$ cat config.mk
export PLATFORM = sky130hd
export DESIGN_NAME = uart_transmitter_flat
export DESIGN_NICKNAME = d
export VERILOG_FILES = /design/src/rtl/uart_transmitter_if.sv /design/src/rtl/uart_transmitter.sv /design/src/flat_wrapper.sv
export SDC_FILE = /design/constraint.sdc
export NUM_CORES = 1
export LEC_CHECK = 0
export CORE_ASPECT_RATIO = 0.8
export CORE_MARGIN = 5
export CORE_UTILIZATION = 45
export DETAILED_ROUTE_END_ITERATION = 8
export DONT_BUFFER_PORTS = 1
export PLACE_DENSITY_LB_ADDON = 0.3
export REMOVE_ABC_BUFFERS = 1
export SKIP_CTS_REPAIR_TIMING = 1
export SYNTH_ARGS = -nofsm -noshare
export SYNTH_HDL_FRONTEND = slang
export SYNTH_SLANG_ARGS = --single-unit
$ cat constraint.sdc
create_clock -name i_clock -period 4.42 [get_ports i_clock]
set_input_delay 0.442 -clock i_clock [delete_from_list [all_inputs] [get_ports i_clock]]
set_output_delay 0.442 -clock i_clock [all_outputs]
set_load 0.03 [all_outputs]
$ cat src/rtl/uart_transmitter_if.sv
// Byte handshake and line/status bundle for uart_transmitter.
// The slave modport is the transmitter side; the master modport is the byte producer.
interface uart_transmitter_if;
  logic [7:0] i_tx_data;
  logic       i_tx_data_valid;
  logic       o_tx_data_ready;
  logic       o_tx;
  logic       o_busy;

  modport master (
    output i_tx_data,
    output i_tx_data_valid,
    input  o_tx_data_ready,
    input  o_tx,
    input  o_busy
  );

  modport slave (
    input  i_tx_data,
    input  i_tx_data_valid,
    output o_tx_data_ready,
    output o_tx,
    output o_busy
  );
endinterface

$ cat src/rtl/uart_transmitter.sv
// 8N1 UART transmitter with a small byte FIFO; frames are sent back-to-back while data is buffered.
// Define UART_TRANSMITTER_PARITY_EN to insert an even-parity bit between the data bits and the stop bit.
//
// state  | meaning
// IDLE   | line high, waiting for a buffered byte
// START  | start bit (low)
// DATA   | eight data bits, LSB first
// PARITY | even parity bit (only with UART_TRANSMITTER_PARITY_EN)
// STOP   | stop bit (high); chains straight into START when the FIFO has data
module uart_transmitter #(
  parameter int CLOCK_FREQUENCY = 100000000,
  parameter int BAUD_RATE       = 115200,
  parameter int FIFO_DEPTH      = 4
) (
  input  logic              i_clock,
  input  logic              i_reset,
  uart_transmitter_if.slave bus
);

  localparam int BIT_CYCLES = CLOCK_FREQUENCY / BAUD_RATE;
  localparam int CW         = (BIT_CYCLES > 1) ? $clog2(BIT_CYCLES) : 1;
  localparam logic [CW-1:0] BIT_LOAD = CW'(BIT_CYCLES - 1);
  localparam int AW         = $clog2(FIFO_DEPTH);
  localparam logic [AW:0] FULL_COUNT = (AW+1)'(FIFO_DEPTH);

`ifdef UART_TRANSMITTER_PARITY_EN
  typedef enum logic [2:0] {IDLE, START, DATA, PARITY, STOP} state_t;
`else
  typedef enum logic [1:0] {IDLE, START, DATA, STOP} state_t;
`endif

  logic [7:0]    mem [FIFO_DEPTH];
  logic [AW-1:0] wr_ptr;
  logic [AW-1:0] rd_ptr;
  logic [AW:0]   count;
  logic          push;
  logic          load;
  logic          fifo_full;
  logic          fifo_nonempty;
  logic [7:0]    head;

  state_t        state;
  state_t        state_next;
  logic [CW-1:0] cnt;
  logic [CW-1:0] cnt_next;
  logic          cnt_done;
  logic [2:0]    bit_idx;
  logic [2:0]    bit_next;
  logic [7:0]    shift;
  logic [7:0]    shift_next;
  logic          tx_q;
  logic          tx_next;
`ifdef UART_TRANSMITTER_PARITY_EN
  logic          parity_q;
  logic          parity_next;
`endif

  assign fifo_full     = (count == FULL_COUNT);
  assign fifo_nonempty = (count != '0);
  // Ready comes from the registered count only, so a pop never frees a slot in the same cycle.
  assign push          = bus.i_tx_data_valid && !fifo_full;
  assign head          = mem[rd_ptr];
  assign cnt_done      = (cnt == '0);

  always_ff @(posedge i_clock) begin
    if (push) begin
      mem[wr_ptr] <= bus.i_tx_data;
    end
  end

  always_ff @(posedge i_clock or posedge i_reset) begin
    if (i_reset) begin
      wr_ptr <= '0;
      rd_ptr <= '0;
      count  <= '0;
    end else begin
      if (push) begin
        wr_ptr <= wr_ptr + AW'(1);
      end
      if (load) begin
        rd_ptr <= rd_ptr + AW'(1);
      end
      case ({push, load})
        2'b10:   count <= count + (AW+1)'(1);
        2'b01:   count <= count - (AW+1)'(1);
        default: count <= count;
      endcase
    end
  end

  always_ff @(posedge i_clock or posedge i_reset) begin
    if (i_reset) begin
      state   <= IDLE;
      cnt     <= '0;
      bit_idx <= '0;
      shift   <= '0;
      tx_q    <= 1'b1;
`ifdef UART_TRANSMITTER_PARITY_EN
      parity_q <= 1'b0;
`endif
    end else begin
      state   <= state_next;
      cnt     <= cnt_next;
      bit_idx <= bit_next;
      shift   <= shift_next;
      tx_q    <= tx_next;
`ifdef UART_TRANSMITTER_PARITY_EN
      parity_q <= parity_next;
`endif
    end
  end

  always_comb begin
    state_next = state;
    cnt_next   = cnt;
    bit_next   = bit_idx;
    shift_next = shift;
    tx_next    = tx_q;
    load       = 1'b0;
`ifdef UART_TRANSMITTER_PARITY_EN
    parity_next = parity_q;
`endif
    case (state)
      IDLE: begin
        tx_next  = 1'b1;
        cnt_next = '0;
        bit_next = '0;
        if (fifo_nonempty) begin
          load       = 1'b1;
          state_next = START;
          tx_next    = 1'b0;
          cnt_next   = BIT_LOAD;
        end
      end
      START: begin
        if (cnt_done) begin
          state_next = DATA;
          bit_next   = '0;
          cnt_next   = BIT_LOAD;
          tx_next    = shift[0];
        end else begin
          cnt_next = cnt - CW'(1);
        end
      end
      DATA: begin
        if (cnt_done) begin
          cnt_next = BIT_LOAD;
          if (bit_idx == 3'd7) begin
`ifdef UART_TRANSMITTER_PARITY_EN
            state_next = PARITY;
            tx_next    = parity_q;
`else
            state_next = STOP;
            tx_next    = 1'b1;
`endif
          end else begin
            bit_next   = bit_idx + 3'd1;
            shift_next = {1'b0, shift[7:1]};
            tx_next    = shift[1];
          end
        end else begin
          cnt_next = cnt - CW'(1);
        end
      end
`ifdef UART_TRANSMITTER_PARITY_EN
      PARITY: begin
        if (cnt_done) begin
          state_next = STOP;
          cnt_next   = BIT_LOAD;
          tx_next    = 1'b1;
        end else begin
          cnt_next = cnt - CW'(1);
        end
      end
`endif
      STOP: begin
        if (cnt_done) begin
          bit_next = '0;
          if (fifo_nonempty) begin
            load       = 1'b1;
            state_next = START;
            tx_next    = 1'b0;
            cnt_next   = BIT_LOAD;
          end else begin
            state_next = IDLE;
            tx_next    = 1'b1;
            cnt_next   = '0;
          end
        end else begin
          cnt_next = cnt - CW'(1);
        end
      end
      default: begin
        state_next = IDLE;
        tx_next    = 1'b1;
        cnt_next   = '0;
        bit_next   = '0;
      end
    endcase
    if (load) begin
      shift_next = head;
`ifdef UART_TRANSMITTER_PARITY_EN
      parity_next = ^head;
`endif
    end
  end

  assign bus.o_tx            = tx_q;
  assign bus.o_tx_data_ready = !fifo_full;
  assign bus.o_busy          = fifo_nonempty || (state != IDLE);

endmodule

$ cat src/flat_wrapper.sv
// flat-port wrapper written by rule: the top's interface ports become plain ports
module uart_transmitter_flat 
#(
  parameter int CLOCK_FREQUENCY = 100000000,
  parameter int BAUD_RATE       = 115200,
  parameter int FIFO_DEPTH      = 4
)
  (i_clock, i_reset, bus_i_tx_data, bus_i_tx_data_valid, bus_o_tx_data_ready, bus_o_tx, bus_o_busy);
  uart_transmitter_if bus_i ();
  input  logic i_clock;
  input  logic i_reset;
  input wire logic [$bits(bus_i.i_tx_data)-1:0] bus_i_tx_data;
  input wire logic [$bits(bus_i.i_tx_data_valid)-1:0] bus_i_tx_data_valid;
  output wire logic [$bits(bus_i.o_tx_data_ready)-1:0] bus_o_tx_data_ready;
  output wire logic [$bits(bus_i.o_tx)-1:0] bus_o_tx;
  output wire logic [$bits(bus_i.o_busy)-1:0] bus_o_busy;
  assign bus_i.i_tx_data = bus_i_tx_data;
  assign bus_i.i_tx_data_valid = bus_i_tx_data_valid;
  assign bus_o_tx_data_ready = bus_i.o_tx_data_ready;
  assign bus_o_tx = bus_i.o_tx;
  assign bus_o_busy = bus_i.o_busy;
  uart_transmitter #(.CLOCK_FREQUENCY(CLOCK_FREQUENCY), .BAUD_RATE(BAUD_RATE), .FIFO_DEPTH(FIFO_DEPTH)) u_core (.i_clock(i_clock), .i_reset(i_reset), .bus(bus_i));
endmodule
==> results_dict.tcl, run 1 <==
set metrics [dict create \
    final_antenna_net_count 0 \
    antenna_found_initial 0 \
    ir_worst_vdd_uv 346 \
    status "completed" \
    top_usage_layer "met1" \
    synth-seq-area-share_pct 58.0 \
    synth_edf_count 32 \
    port_buffers 0 \
    start_util_pct 46.5 \
    clock_latency_ns 0.34 \
    cts_max_path_buffers 2 \
    via_count 1593 \
    relSlewSlack_pct 44.2 \
    grt_pass1_vias 1601 \
    dpl.hpwl_um 3450 \
    pin_count 14 \
    pre_cts_ws_ns 1.28 \
    dr.pass1.iters 4 \
    ys_seq_elements 63 \
    end_kind "flip-flop" \
    synth_async_sr_flop_share_pct 49.2 \
    fin_setup_tns_ns 0 \
    final_cell_mix "32 x edfxtp_1, 30 x dfrtp_1, 15 x inv_1" \
    yosys_warnings 0 \
    grt_max_degree 32 \
    cts_tree "built" \
    gr-usage-met3_pct 6.03 \
    drt_iter0_drc 77 \
    hold_viol_final 0 \
    r2r-start "u_core.cnt[2]" \
    synth_cell_types 49 \
    grt_pass1_wl_um 8340 \
    route.detailed.drc 0 \
    whs_ns 0.0669 \
    nFillCells 548 \
    reg2reg_to "u_core.count[2]" \
    layout_min_cycle_time_ns 3.16 \
    row_count 26 \
    critPathMaxStageDelay_ns 0.69 \
    arrival_ns 3.42 \
    maxCapViolations 0 \
    slew_violations 0 \
    syn-mean-instance-area_um2 14.2 \
    global_route.overflow_total 0 \
    tightest_slew_ns 0.832 \
    worstPathCellList "nor3_2 > a41oi_1 > nand2b_1 > inv_1 > ha_1 > inv_1 > fa_1 > xor2_1 > nor2_1 > xor2_1" \
    finClkSkew_ns 0.00888 \
    path_buf_inv 2 \
    setup_viol 0 \
    utilization_pct 51.5 \
    diodes 0 \
    die_h_um 83.0 \
    layout_commonest_cell "edfxtp_1" \
    r2r_cells 10 \
    drt_wl_total_um 4900 \
    worstPathMaxFanout 14 \
    yosys_most_used_dff "edfxtp_1" \
    met2_usage_pct 16.7 \
    syn2layout_area_growth_pct 10.6 \
    via_per_inst 5.19 \
    r2r_slack_ns 1.26 \
    critPathRequiredTime_ns 4.68 \
    root_buffer "clkbuf_8" \
    timing.final.crit_share_pct 71.6 \
    cts_sinks 63 \
    path_clk_slew_ns 0.07 \
    layout-drive-gt1-share_pct 22.9 \
    nets 244 \
    syn-cell-area_um2 3000 \
    cts_inserted_buffers 9 \
    met1_usage_pct 19.0 \
    rsz0062_at_grt "no" \
    crit_type "flip-flop to flip-flop" \
    die-area_um2 8400 \
    core_um2 6440 \
    fin_ws_ns 1.26 \
    power.static_leakage_nw 1.39 \
    layoutNonFillerInstCount 307 \
    syn_inst 211 \
    grtUsageTotal_pct 12.9 \
    fp.dieW_um 101 \
    place_congestion 0.802 \
    cts_max_level 3 \
    cp-start-kind "flip-flop" \
    slowest_stage "nor3_2" \
    power_density_nw_per_um2 445 \
    critPathTopFamily "simple AND/OR/NAND/NOR gates" \
    min_path_type "input pin to asynchronous set/reset pin" \
    routedWlPerCell_um 16.0 \
    fmax_ghz 0.316 \
    dp.cells 291 \
]
-- cell type report --
type / count / area [um^2] / area share, %
clock inverters: 7 / 104 / 3.13
flip-flops and latches: 63 / 1740 / 52.4
inverters: 15 / 56.3 / 1.70
multi-input cells: 128 / 1180 / 35.6
clock buffers: 9 / 124 / 3.74
well taps: 84 / 105 / 3.17
repair buffers: 1 / 7.51 / 0.227
-- sequential cells by signal (all words and copies together) (netlist names) --
signal,cells
u_core.wr_ptr,2
u_core.bus.o_tx,1
u_core.rd_ptr,2
u_core.shift,8
u_core.state,2
u_core.count,3
u_core.mem,32
u_core.cnt,10
u_core.bit_idx,3
-- stage by stage --
stage	power [mW]	cell area [um^2]
floorplan	0.879	2970
global placement	0.921	3090
detailed placement	0.927	3090
CTS	1.49	3310
global route	1.55	3310
finish	1.47	3310
-- cells in the mapped netlist, types with 2 or more instances --
| cell type | number | area [um^2] |
|---|---|---|
| nand2_1 | 6 | 22.5 |
| nand2b_1 | 2 | 12.5 |
| o31ai_1 | 2 | 15.0 |
| and3_1 | 4 | 25.0 |
| and2_1 | 2 | 12.5 |
| inv_1 | 15 | 56.3 |
| nand3_1 | 8 | 40.0 |
| dfrtp_1 | 30 | 751 |
| o21ai_0 | 7 | 35.0 |
| ha_1 | 14 | 175 |
| nor2_1 | 12 | 45.0 |
| a21o_1 | 2 | 15.0 |
| mux2_2 | 9 | 101 |
| edfxtp_1 | 32 | 961 |
| nor3_1 | 3 | 15.0 |
| mux4_2 | 8 | 180 |
| xnor2_1 | 6 | 52.6 |
| xor2_1 | 4 | 35.0 |
| a21oi_1 | 4 | 20.0 |
| mux2i_1 | 3 | 30.0 |
| clkbuf_1 | 2 | 7.51 |
| mux2_4 | 7 | 105 |
| nor2b_1 | 3 | 18.8 |
-- per-layer routing --
| layer | part of all wire, % | up-vias |
|---|---|---|
| li1 | - | 794 |
| met1 | 50 | 769 |
| met2 | 45 | 28 |
| met3 | 4.8 | 2 |
| met4 | 0.51 | 0 |
| met5 | 0 | - |
-- worst max path at each step --
| stage | from | to | slack, ns | depth (start not counted) |
|---|---|---|---|---|
| 2_1_floorplan | u_core.cnt[2] | u_core.count[2] | 1.70 | 10 |
| 3_3_place_gp | u_core.cnt[2] | u_core.count[2] | 1.39 | 10 |
| 3_5_place_dp | u_core.cnt[2] | u_core.count[2] | 1.28 | 10 |
| 4_1_cts | u_core.cnt[2] | u_core.count[2] | 1.26 | 10 |
| 5_1_grt | u_core.cnt[2] | u_core.count[2] | 0.95 | 10 |
| 6_report | u_core.cnt[2] | u_core.count[2] | 1.26 | 10 |
-- power by group --
part	leakage (nW)	total (mW)	switching, mW	internal (mW)
clock	0.114	0.563	0.239	0.324
sequential	0.651	0.742	0.0337	0.708
combinational	0.622	0.169	0.103	0.0657
-- cells by family (layout without fill, tap and decap cells) --
logic type      count (synthesis)  count (layout)  share of synthesized area (%)
mux                            27              27                           13.9
xor+xnor                       10              10                           2.92
flops                          63              63                           58.0
fa+ha+maj                      15              15                           6.51
compound gates                 25              25                           5.76
simple gates                   51              51                           10.3
buf+inv                        20              32                           2.67
Power figures use the tool's default switching activity.
==> run 2, diff against run 1 <==
- clock period: 4.42 -> 3.3 ns (I/O delays scaled with it)
==> run 2 against run 1 <==
Final cell count is 1.3% higher. Design area is 0.98% higher. Critical path depth stayed put. Critical endpoint unchanged. Register-to-register slack lost 0.63 ns. Fmax up 19%. Sequential share of layout area shrank 0.51 points. First-iteration DRC count is 5.2% lower.
==> results_dict.tcl, run 2 (synthesis results as in run 1) <==
set metrics [dict create \
    hold_viol_final 0 \
    timing.final.crit_share_pct 80.9 \
    grt_max_degree 32 \
    setup_viol 0 \
    tightest_slew_ns 0.577 \
    final_antenna_net_count 0 \
    slew_violations 0 \
    min_path_type "input pin to flip-flop" \
    p_comb_share_pct 11.3 \
    clock_latency_ns 0.34 \
    antenna_found_initial 0 \
    grt_pass1_vias 1675 \
    root_buffer "clkbuf_8" \
    route.detailed.drc 0 \
    grt_pass1_wl_um 8220 \
    nFillCells 549 \
    switchingPower_mw 0.497 \
    row_count 26 \
    worstPathMaxFanout 9 \
    routedWlPerCell_um 15.2 \
    finClkSkew_ns 0.0118 \
    cts_max_path_buffers 2 \
    dr.pass1.iters 4 \
    min_from "bus_i_tx_data[6]" \
    diodes 0 \
    regMostFlops "u_core.mem" \
    whs_ns 0.0789 \
    maxCapViolations 0 \
    ir_worst_vdd_uv 481 \
    layout_min_cycle_time_ns 2.67 \
    fin_ws_ns 0.630 \
    layout-drive-gt1-share_pct 23.8 \
    start_util_pct 46.5 \
    p_total_mw 1.97 \
    syn2layout_area_growth_pct 11.6 \
    pre_cts_ws_ns 0.688 \
    reg2reg_to "u_core.count[2]" \
    die-area_um2 8400 \
    power_density_nw_per_um2 588 \
    layout_commonest_cell "edfxtp_1" \
    largest_register_ff_count 32 \
    cts_tree "built" \
    relSlewSlack_pct 61.2 \
    pwr-share-clk_pct 38.2 \
    fmax_ghz 0.375 \
    p_sw_share_pct 25.2 \
    power.static_leakage_nw 1.41 \
    placed_area_um2 3110 \
    r2r_slack_ns 0.63 \
    port_buffers 0 \
    layoutNonFillerInstCount 311 \
    drt_wl_total_um 4730 \
    r2r-start "u_core.cnt[5]" \
    fin_setup_tns_ns 0 \
    core_um2 6440 \
    arrival_ns 2.94 \
    fp.dieW_um 101 \
    rsz0062_at_grt "no" \
    r2r_cells 10 \
    die_h_um 83.0 \
    cts_inserted_buffers 9 \
    final_cell_mix "32 x edfxtp_1, 30 x dfrtp_1, 15 x inv_1" \
    fin_area_um2 3350 \
    pwr-share-seq_pct 50.4 \
    min_delay_path_depth 0 \
    end_kind "flip-flop" \
    hold_end "u_core.mem[1][6]" \
    nets 248 \
    dp.cells 294 \
    via_count 1638 \
    path_clk_slew_ns 0.07 \
    dpl.hpwl_um 3350 \
    cts_sinks 63 \
    utilization_pct 52.0 \
    cp-start-kind "flip-flop" \
    grtUsageTotal_pct 12.8 \
    global_route.overflow_total 0 \
    status "completed" \
    pin_count 14 \
    place_congestion 0.807 \
    cts_max_level 3 \
    critPathRequiredTime_ns 3.57 \
    via_per_inst 5.27 \
    drt_iter0_drc 73 \
    top_regs "u_core.mem: 32 flops, u_core.cnt: 10 flops, u_core.shift: 8 flops" \
    power.internal_mw 1.47 \
    crit_type "flip-flop to flip-flop" \
]
[run 2: changes by cell type in the layout (fill, tap and decap cells not counted)]
cell,before,now
buf_4,1,4
dlygate4sd3_1,0,1
[run 2: layout make-up]
class / count / area (um^2) / share of cell area [%]
Sequential cell: 63 / 1740 / 51.9
Multi-Input combinational cell: 128 / 1180 / 35.3
Clock buffer: 9 / 124 / 3.70
Tap cell: 84 / 105 / 3.14
Clock inverter: 7 / 104 / 3.10
Inverter: 15 / 56.3 / 1.68
Timing Repair Buffer: 5 / 40.0 / 1.20
[run 2: power by group through the flow]
stage	Combinational, mW	Clock, mW	Sequential [mW]
after global routing	0.254	0.814	1.00
after floorplan	0.183	0	0.994
after CTS	0.229	0.774	0.993
after global placement	0.223	0	1.01
after detailed placement	0.229	0	1.01
final	0.223	0.752	0.992
[run 2: worst max-delay path, cell delays in order (launching register included)]
cell      delay (ns)
dfrtp_1         0.46
nor4_4          0.60
a41oi_1         0.25
nand2b_1        0.21
inv_1           0.07
ha_1            0.17
inv_1           0.06
fa_1            0.37
xor2_1          0.15
nor2_1          0.12
xor2_1          0.15
[run 2: metal layers]
metal	wire length [um]	vias up	part of all wire [%]	global-route usage [%]
met2	2110	24	45	17.0
li1	-	810	-	-
met3	251	7	5.3	6.20
met5	0	-	0	0
met1	2300	797	49	17.9
met4	67	0	1.4	4.71
[run 2: worst max-delay path by stage]
stage	endpoint	from	slack, ns
2_1_floorplan	u_core.count[2]	u_core.cnt[2]	0.58
3_3_place_gp	u_core.count[2]	u_core.cnt[5]	0.76
3_5_place_dp	u_core.count[2]	u_core.cnt[5]	0.69
4_1_cts	u_core.count[2]	u_core.cnt[5]	0.66
5_1_grt	u_core.count[2]	u_core.cnt[5]	0.39
6_report	u_core.count[2]	u_core.cnt[5]	0.63
==> run 3, diff against run 2 <==
- clock period: 3.3 -> 2.4 ns (I/O delays scaled with it)
==> run 3 against run 2 <==
Register-to-register slack got worse by 0.49 ns. Global-route usage decreased by 0.34 points. Final cell count increased by 4.5%.
==> results_dict.tcl, run 3 (synthesis results as in run 1) <==
set metrics [dict create \
    power.static_leakage_nw 1.48 \
    port_buffers 0 \
    utilization_pct 54.3 \
    tightest_slew_ns 0.568 \
    status "completed" \
    largest_register_ff_count 32 \
    layout-drive-gt1-share_pct 27.4 \
    grtUsageTotal_pct 12.4 \
    fin_setup_tns_ns 0 \
    syn2layout_area_growth_pct 16.7 \
    cp-start-kind "flip-flop" \
    layout_min_cycle_time_ns 2.26 \
    fmax_ghz 0.443 \
    worstPathCellList "inv_2 > ha_1 > nor2b_4 > a41oi_2 > nand2b_4 > inv_1 > ha_1 > inv_1 > fa_1 > xor2_1 > nor2_1 > xor2_1" \
    slowest_stage "dfrtp_1" \
    fp.dieW_um 101 \
    setup_viol 0 \
    final_antenna_net_count 0 \
    timing.final.crit_share_pct 94.0 \
    power_density_nw_per_um2 783 \
    critPathRequiredTime_ns 2.67 \
    via_count 1687 \
    grt_max_degree 32 \
    pin_count 14 \
    regMostFlops "u_core.mem" \
    arrival_ns 2.52 \
    cts_inserted_buffers 9 \
    ir_worst_vdd_uv 615 \
    die-area_um2 8400 \
    worstPathMaxFanout 3 \
    cts_max_path_buffers 2 \
    top_regs "u_core.mem: 32 flops, u_core.cnt: 10 flops, u_core.shift: 8 flops" \
    maxCapViolations 0 \
    critPathMaxStageDelay_ns 0.40 \
    min_path_type "input pin to flip-flop" \
    critPathTopFamily "adder cells" \
    antenna_found_initial 0 \
    crit_type "flip-flop to flip-flop" \
    via_per_inst 5.19 \
    dpl.hpwl_um 3340 \
    clock_latency_ns 0.34 \
    nets 262 \
    cts_max_level 3 \
    drt_iter0_drc 66 \
    diodes 0 \
    relSlewSlack_pct 62.1 \
    final_cell_mix "32 x edfxtp_1, 29 x dfrtp_1, 14 x inv_1, 14 x ha_1, 12 x nor2_1" \
    path_clk_slew_ns 0.07 \
    slew_violations 0 \
    dr.pass1.iters 4 \
    drt_wl_total_um 4830 \
    routedWlPerCell_um 14.8 \
    die_h_um 83.0 \
    global_route.overflow_total 0 \
    cts_tree "built" \
    start_util_pct 46.5 \
    grt_pass1_vias 1655 \
    finClkSkew_ns 0.0137 \
    path_buf_inv 3 \
    end_kind "flip-flop" \
    layout_commonest_cell "edfxtp_1" \
    nFillCells 520 \
    route.detailed.drc 0 \
    hold_viol_final 0 \
    cts_sinks 63 \
    core_um2 6440 \
    root_buffer "clkbuf_8" \
    place_congestion 0.766 \
    grt_pass1_wl_um 8010 \
    row_count 26 \
]
[run 3: area by class of cell]
type                    count  area [um^2]  area share (%)
well taps                  84          105            3.00
flip-flops and latches     63         1740            49.7
repair buffers             19          165            4.72
clock buffers               9          124            3.54
clock inverters             7          104            2.97
inverters                  15         56.3            1.61
multi-input cells         128         1200            34.4
[run 3: path summary, 6_finish.rpt]
kind                                startpoint                end  slack (ns)  cells past startpoint
min in group asynchronous              i_reset   u_core.wr_ptr[1]        0.42                      3
hold / removal             bus_i_tx_data_valid   u_core.wr_ptr[0]        0.19                      2
max in group asynchronous              i_reset    u_core.bus.o_tx        1.65                      3
hold reg to reg              u_core.bit_idx[0]  u_core.bit_idx[0]        0.49                      1
setup reg to reg                 u_core.cnt[0]    u_core.count[2]        0.14                     12
setup / recovery                 u_core.cnt[0]    u_core.count[2]        0.14                     12
[run 3: stage by stage]
stage | std cells | power (mW) | hold WS [ns] | cell area, um^2 | setup slack, ns
detailed placement | 300 | 1.71 | 0.244 | 3150 | 0.0816
global placement | 300 | 1.70 | 0.240 | 3150 | 0.168
finish | 325 | 2.74 | 0.188 | 3500 | 0.144
global route | 325 | 2.88 | 0.199 | 3500 | -0.0257
CTS | 316 | 2.75 | -0.130 | 3380 | 0.0431
floorplan | 206 | 1.62 | 0.339 | 2970 | -0.322
[run 3: where the power goes]
| part | leakage, nW | switching [mW] | total (mW) | internal [mW] |
|---|---|---|---|---|
| clock | 0.114 | 0.442 | 1.04 | 0.597 |
| combinational | 0.711 | 0.195 | 0.334 | 0.139 |
| sequential | 0.650 | 0.0616 | 1.36 | 1.30 |
| total | 1.48 | 0.699 | 2.74 | 2.04 |
[run 3: layer usage]
layer,vias up,wire (um),GRT usage (%),share of wire (%)
met5,-,0,0,0
met4,0,77,5.07,1.6
met2,25,2160,17.2,45
met1,827,2360,16.9,49
met3,8,232,5.70,4.8
li1,827,-,-,-
